$ cat src/rtl/bcd_adder_serial.sv
// ---------------------------------------------------------------------------
// bcd_adder_serial
//
// Digit-serial BCD adder with a four-phase handshake on both sides. Producer
// handshake: soc out, eoc in (A and B). Consumer handshake: davC_ out
// (active-low), rfdC in. Two N-digit packed BCD operands are captured when
// both producers report end-of-conversion. They are then added one digit per
// clock, least significant digit first, into the registered result z. The
// sum is offered to consumer C.
//
// Parameters
//   N        number of BCD digits per operand (1..16)
//
// Ports
//   clock    system clock, rising edge
//   reset_   asynchronous active-low reset
//   socA/B   start-of-conversion to producers A and B (one shared register)
//   eocA/B   end-of-conversion from producers A and B
//   a, b     operands, digit i in bits 4i+3..4i, digit 0 least significant
//   davC_    data-valid to consumer C, active-low
//   rfdC     ready-for-data from consumer C
//   z        BCD sum, N+1 digits, digit N is the final carry
//   err      (BCD_ADDER_SERIAL_CHECK_EN only) a captured digit exceeded 9
//
// Optional feature macro: BCD_ADDER_SERIAL_CHECK_EN
//   When defined, an err output is added. A non-BCD digit in either captured
//   operand sets err on entry to DAV and forces every digit of z to 9.
// ---------------------------------------------------------------------------
module bcd_adder_serial #(
  parameter int unsigned N = 4
) (
  input  logic             clock,
  input  logic             reset_,
  output logic             socA,
  output logic             socB,
  input  logic             eocA,
  input  logic             eocB,
  input  logic [4*N-1:0]   a,
  input  logic [4*N-1:0]   b,
  output logic             davC_,
  input  logic             rfdC,
  output logic [4*N+3:0]   z
`ifdef BCD_ADDER_SERIAL_CHECK_EN
  ,
  output logic             err
`endif
);

  localparam int unsigned CW = (N > 1) ? $clog2(N) : 1;

  typedef enum logic [2:0] {
    S_START,
    S_WAIT,
    S_ADD,
    S_DAV,
    S_END
  } state_e;

  state_e            state_q, state_d;
  logic              soc_q, soc_d;
  logic              dav_n_q, dav_n_d;
  logic [4*N+3:0]    z_q, z_d;
  logic [4*N-1:0]    a_q, a_d;
  logic [4*N-1:0]    b_q, b_d;
  logic [CW-1:0]     cnt_q, cnt_d;
  logic              carry_q, carry_d;

`ifdef BCD_ADDER_SERIAL_CHECK_EN
  logic              bad_q, bad_d;
  logic              err_q, err_d;
  logic              in_bad;
`endif

  // Digit datapath: selects the current digit pair and produces the
  // corrected BCD digit plus carry.
  logic [3:0]        dig_a;
  logic [3:0]        dig_b;
  logic [4:0]        dig_t;
  logic [3:0]        dig_sum;
  logic              dig_cout;
  logic              last_dig;

  always_comb begin
    dig_a = '0;
    dig_b = '0;
    for (int unsigned i = 0; i < N; i++) begin
      if (cnt_q == CW'(i)) begin
        dig_a = a_q[4*i +: 4];
        dig_b = b_q[4*i +: 4];
      end
    end
  end

  always_comb begin
    dig_t    = {1'b0, dig_a} + {1'b0, dig_b} + {4'b0000, carry_q};
    dig_sum  = dig_t[3:0];
    dig_cout = 1'b0;
    if (dig_t >= 5'd10) begin
      dig_sum  = 4'(dig_t - 5'd10);
      dig_cout = 1'b1;
    end
  end

  assign last_dig = (cnt_q == CW'(N - 1));

`ifdef BCD_ADDER_SERIAL_CHECK_EN
  // Examined on the capture edge, so only the values actually latched count.
  always_comb begin
    in_bad = 1'b0;
    for (int unsigned i = 0; i < N; i++) begin
      if (a[4*i +: 4] > 4'd9) in_bad = 1'b1;
      if (b[4*i +: 4] > 4'd9) in_bad = 1'b1;
    end
  end
`endif

  // Next-state and datapath update. soc and davC_ are Moore outputs of the
  // state being evaluated, so each appears one edge after the state is
  // entered. This is what places davC_ N+1 clocks after the capture edge.
  always_comb begin
    state_d = state_q;
    soc_d   = (state_q == S_START);
    dav_n_d = (state_q != S_DAV);
    z_d     = z_q;
    a_d     = a_q;
    b_d     = b_q;
    cnt_d   = cnt_q;
    carry_d = carry_q;
`ifdef BCD_ADDER_SERIAL_CHECK_EN
    bad_d   = bad_q;
    err_d   = err_q;
`endif

    unique case (state_q)
      S_START: begin
        if (!eocA && !eocB) state_d = S_WAIT;
      end

      S_WAIT: begin
        if (eocA && eocB) begin
          a_d     = a;
          b_d     = b;
          cnt_d   = '0;
          carry_d = 1'b0;
          state_d = S_ADD;
`ifdef BCD_ADDER_SERIAL_CHECK_EN
          bad_d   = in_bad;
          err_d   = 1'b0;
`endif
        end
      end

      S_ADD: begin
        for (int unsigned i = 0; i < N; i++) begin
          if (cnt_q == CW'(i)) z_d[4*i +: 4] = dig_sum;
        end
        carry_d = dig_cout;
        if (last_dig) begin
          z_d[4*N +: 4] = {3'b000, dig_cout};
          cnt_d         = '0;
          state_d       = S_DAV;
`ifdef BCD_ADDER_SERIAL_CHECK_EN
          if (bad_q) begin
            for (int unsigned i = 0; i <= N; i++) z_d[4*i +: 4] = 4'd9;
          end
          err_d = bad_q;
`endif
        end else begin
          cnt_d = cnt_q + CW'(1);
        end
      end

      S_DAV: begin
        if (!rfdC) state_d = S_END;
      end

      S_END: begin
        if (rfdC) begin
          state_d = S_START;
`ifdef BCD_ADDER_SERIAL_CHECK_EN
          err_d   = 1'b0;
`endif
        end
      end

      default: begin
        state_d = S_START;
      end
    endcase
  end

  always_ff @(posedge clock or negedge reset_) begin
    if (!reset_) begin
      state_q <= S_START;
      soc_q   <= 1'b0;
      dav_n_q <= 1'b1;
      z_q     <= '0;
      a_q     <= '0;
      b_q     <= '0;
      cnt_q   <= '0;
      carry_q <= 1'b0;
`ifdef BCD_ADDER_SERIAL_CHECK_EN
      bad_q   <= 1'b0;
      err_q   <= 1'b0;
`endif
    end else begin
      state_q <= state_d;
      soc_q   <= soc_d;
      dav_n_q <= dav_n_d;
      z_q     <= z_d;
      a_q     <= a_d;
      b_q     <= b_d;
      cnt_q   <= cnt_d;
      carry_q <= carry_d;
`ifdef BCD_ADDER_SERIAL_CHECK_EN
      bad_q   <= bad_d;
      err_q   <= err_d;
`endif
    end
  end

  assign socA  = soc_q;
  assign socB  = soc_q;
  assign davC_ = dav_n_q;
  assign z     = z_q;
`ifdef BCD_ADDER_SERIAL_CHECK_EN
  assign err   = err_q;
`endif

endmodule

$ cat config.mk
export PLATFORM = sky130hd
export DESIGN_NAME = bcd_adder_serial
export DESIGN_NICKNAME = d
export VERILOG_FILES = /design/src/rtl/bcd_adder_serial.sv
export SDC_FILE = /design/constraint.sdc
export NUM_CORES = 1
export LEC_CHECK = 0
export CORE_MARGIN = 5
export CORE_UTILIZATION = 54
export DETAILED_ROUTE_END_ITERATION = 6
export GPL_TIMING_DRIVEN = 0
export PLACE_DENSITY = 0.84
export SLEW_MARGIN = 25
export SYNTH_ARGS = -nofsm -noshare
export SYNTH_HDL_FRONTEND = slang
export SYNTH_SLANG_ARGS = --single-unit
$ cat constraint.sdc
create_clock -name clock -period 9.4 [get_ports clock]
set_input_delay 1.88 -clock clock [delete_from_list [all_inputs] [get_ports clock]]
set_output_delay 1.88 -clock clock [all_outputs]
set_load 0.01 [all_outputs]
==> results.md <==
- Run status: complete, no violations
- Main synth FF type: dfrtp_1
- Dpl hpwl: 4460 um
- Setup-failing EPs final: 0
- Crit-path cells: inv_1 > ha_1 > nor2b_1 > clkbuf_1 > a22oi_1 > nor2_1 > a21oi_1 > o21ai_0 > fa_1 > fa_1 > xor2_1 > inv_1 > ha_1 > o221ai_2 > a31oi_4 > mux2_4 > a31oi_1
- Synth top area share: 0.508
- Synth area leaders: dfrtp_1 51%, mux2_2 16%, a21oi_1 3.6%, ha_1 3.6%, nand2_1 2.9%
- Root Buffer: clkbuf_8
- Worst setup path endpoint: z[10]
- DR DRC count: 0
- Post-synth ARST share: 1.00
- Slew Viols, Final: 0
- Worst slew pin tran: 0.526 ns
- Initial antenna violation count: 0
- Critical Path Max Stage Delay: 0.46 ns
- Gr ovfl total: 0
- Final core utilization: 0.713
- Unique cell type count in the Yosys netlist: 40
- Setup TNS: 0 ns
- Maximum vdd drop: 0.000268 V
- Syn-to-layout area delta: 30.2%
- Net total in the final layout: roughly 350
- Port Buffers: 56
- DRT Pass-1 Iters: 4
- Sw Ratio: 0.406
- Maximum clock frequency: 245 MHz
- Crit. Startpoint: cnt_q[0]
- Starting density of the core: 0.547
- Clock transition at path regs: about 0.06 ns
- First-pass GRT wire length: around 9800 um
- Pwr dens: 400 mW/mm2
- Average wire per cell in the routed design: 15.4 um
- Cell Count Post-Placement: 364
- Placed instance area: around 0.0034 mm2
- Leak Pwr: 1.57 nW
- Post-CTS Setup Inserts: 0
- CTS tree: yes
- Finished Layout Cells: 379
- Reg2reg start: cnt_q[0]
- Mean post-synth cell area: between 10 and 15 um2
- Core area: 0.00504 mm2
- Most common cell in the synthesized netlist: dfrtp_1
- Post-route setup slack: approximately 5.3 ns
- Clock power share: 0.132
- Top-Level Pins: 60
- Post-route clock skew: 0.00799 ns
- P_int: 0.000853 W
- CP Data Arrival Time: about 4.3 ns
- Fin crit period: between 4 and 5 ns
- Clock Path Buffers: 2
- Max-cap violations: 0
- Total track usage: 0.200
- CTS Buf Count: 9
- Pin count of the biggest net entering global routing: 36
- GP Congestion: 0.826
- Post-route cell area: ~0.0036 mm2
- Combinational share of power: 0.574
- Commonest cells in the netlist: 56 x dfrtp_1, 40 x mux2_2, 21 x nand2_1, 20 x a21oi_1, 12 x nor2_1
- Worst R2R Path Depth: 17
- Post-route ant nets: 0
- CP endpoint kind: register
- Mapped Area: 0.00276 mm2
- Reg2reg end: z[10]
- Pre-CTS setup slack: 5.37 ns
- Vias: 2,036
- Setup crit start kind: register
- Slew margin rel.: 0.649
- Synth Instances: roughly 240
- Die Y-Extent: 81.5 um
- Worst-skew pair later-pin latency: 0.33 ns
- Worst-path maximum fanout: 7
- Row cnt: 26
- CTS sink count: 57
- Share of power burned in registers: 0.293
- RSZ-0062 raised after global routing: false
- DRT iter0 DRCs: 75
- Worst path required time: 9.65 ns
- Layout cells sized above 1: 0.243
- Psw: 0.000584 W
- Die width: 81.5 um
- Post-synthesis sequential area ratio: 0.517
- Worst hold path class: reg2reg
- Via density per instance: 5.37
- Resize count post-CTS: 0
- Flip-flop and latch count after synthesis: 57
- Post-CTS Hold Buffers: 0
- Synth warn: 0
- Fin crit share: 0.434
- Worst Path Class, Setup: reg2reg
- Fill count: between 300 and 400
- Crit-path slowest cell: fa_1
- H-tree levels: 3
- Count of final hold-check violations: 0
- Vias in the first global route: 2,136
- Die area: 0.00664 mm2
- Synth area leader: dfrtp_1
- Post-synth EDFFs: 0
- Final Routed Wirelength: 5840 um
- Ant. Diodes: 0
- Flop2flop setup slack: 5.32 ns
-- critical path: cells and delay by family (launching register included) --
| family | cells | cell delay, ns |
|---|---|---|
| AO/OA/AOI/OAI | 6 | 1.02 |
| XOR/XNOR | 1 | 0.20 |
| adder cells (fa/ha/maj) | 4 | 1.41 |
| buffers and inverters | 3 | 0.38 |
| flip-flops | 1 | 0.40 |
| multiplexers | 1 | 0.36 |
| AND/OR/NAND/NOR | 2 | 0.23 |
-- area by class of cell --
class / instances / area, um2 / area share
Buffer: 17 / 93.8 / 0.0261
Clock buffer: 11 / 141 / 0.0393
Clock inverter: 4 / 20.0 / 0.00557
Inverter: 6 / 22.5 / 0.00627
Multi-Input combinational cell: 157 / 1220 / 0.340
Sequential cell: 57 / 1430 / 0.397
Tap cell: 70 / 87.6 / 0.0244
Timing Repair Buffer: 57 / 578 / 0.161
-- power groups by stage --
stage	logic, W	clock network, W	registers (W)
final	0.000825	0.000190	0.000421
after global placement	0.000788	0	0.000418
after CTS	0.000829	0.000193	0.000422
after detailed placement	0.000824	0	0.000426
after global routing	0.000917	0.000207	0.000435
after floorplan	0.000590	0	0.000423
-- through the flow --
step                      power, W  hold WS (ns)
after global placement     0.00121         0.465
after CTS                  0.00144         0.487
after detailed placement   0.00125         0.475
final                      0.00144         0.480
after floorplan            0.00101         0.480
after global routing       0.00156         0.510
-- logic make-up (layout without fill, tap and decap cells) --
group                    Yosys count  after routing  share of synthesized area
AO/OA/AOI/OAI                     53             53                      0.121
XOR/XNOR                           2              2                    0.00907
adder cells (fa/ha/maj)           10             10                     0.0508
buffers and inverters             23             95                     0.0422
flip-flops                        57             57                      0.517
multiplexers                      44             44                      0.180
other                              1              3                    0.00136
AND/OR/NAND/NOR                   45             45                     0.0789
-- cell usage in the layout (no fill, tap or decap), types with 3 or more instances in the layout --
cell             synthesis  final
o21ai_0                 10     10
o21ai_1                  3      3
ha_1                     8      8
a22oi_1                  7      7
clkdlybuf4s50_1          0     55
conb_1                   1      3
buf_4                    7      8
dfrtp_1                 56     56
nor2_1                  12     12
mux2_2                  40     40
buf_2                    3      3
clkinv_2                 0      4
clkbuf_8                 0     10
inv_1                    6      6
clkbuf_1                 6      7
a21oi_1                 20     20
mux2i_1                  3      3
nand2_1                 21     21
a31oi_1                  4      4
-- metal layers --
metal  wire (um)  track usage
met1        2450        0.244
met2        2880        0.324
met3         334       0.0439
met4         172        0.120
met5           0            0
-- state kept, by name, summed over array words and instances (netlist names) --
| name | flops |
|---|---|
| a_q | 16 |
| b_q | 16 |
| carry_q | 1 |
| cnt_q | 2 |
| davC_ | 1 |
| socA | 1 |
| state_q | 3 |
| z | 17 |
-- how the worst min path moves through the flow --
| stage | from | endpoint | cells after the start |
|---|---|---|---|
| 2_1_floorplan | a_q[15] | a_q[15] | 1 |
| 3_3_place_gp | z[5] | z[5] | 2 |
| 3_5_place_dp | z[5] | z[5] | 2 |
| 4_1_cts | z[5] | z[5] | 2 |
| 5_1_grt | z[5] | z[5] | 2 |
| 6_report | z[5] | z[5] | 2 |
Note: power is estimated with default switching activity, not from simulation.
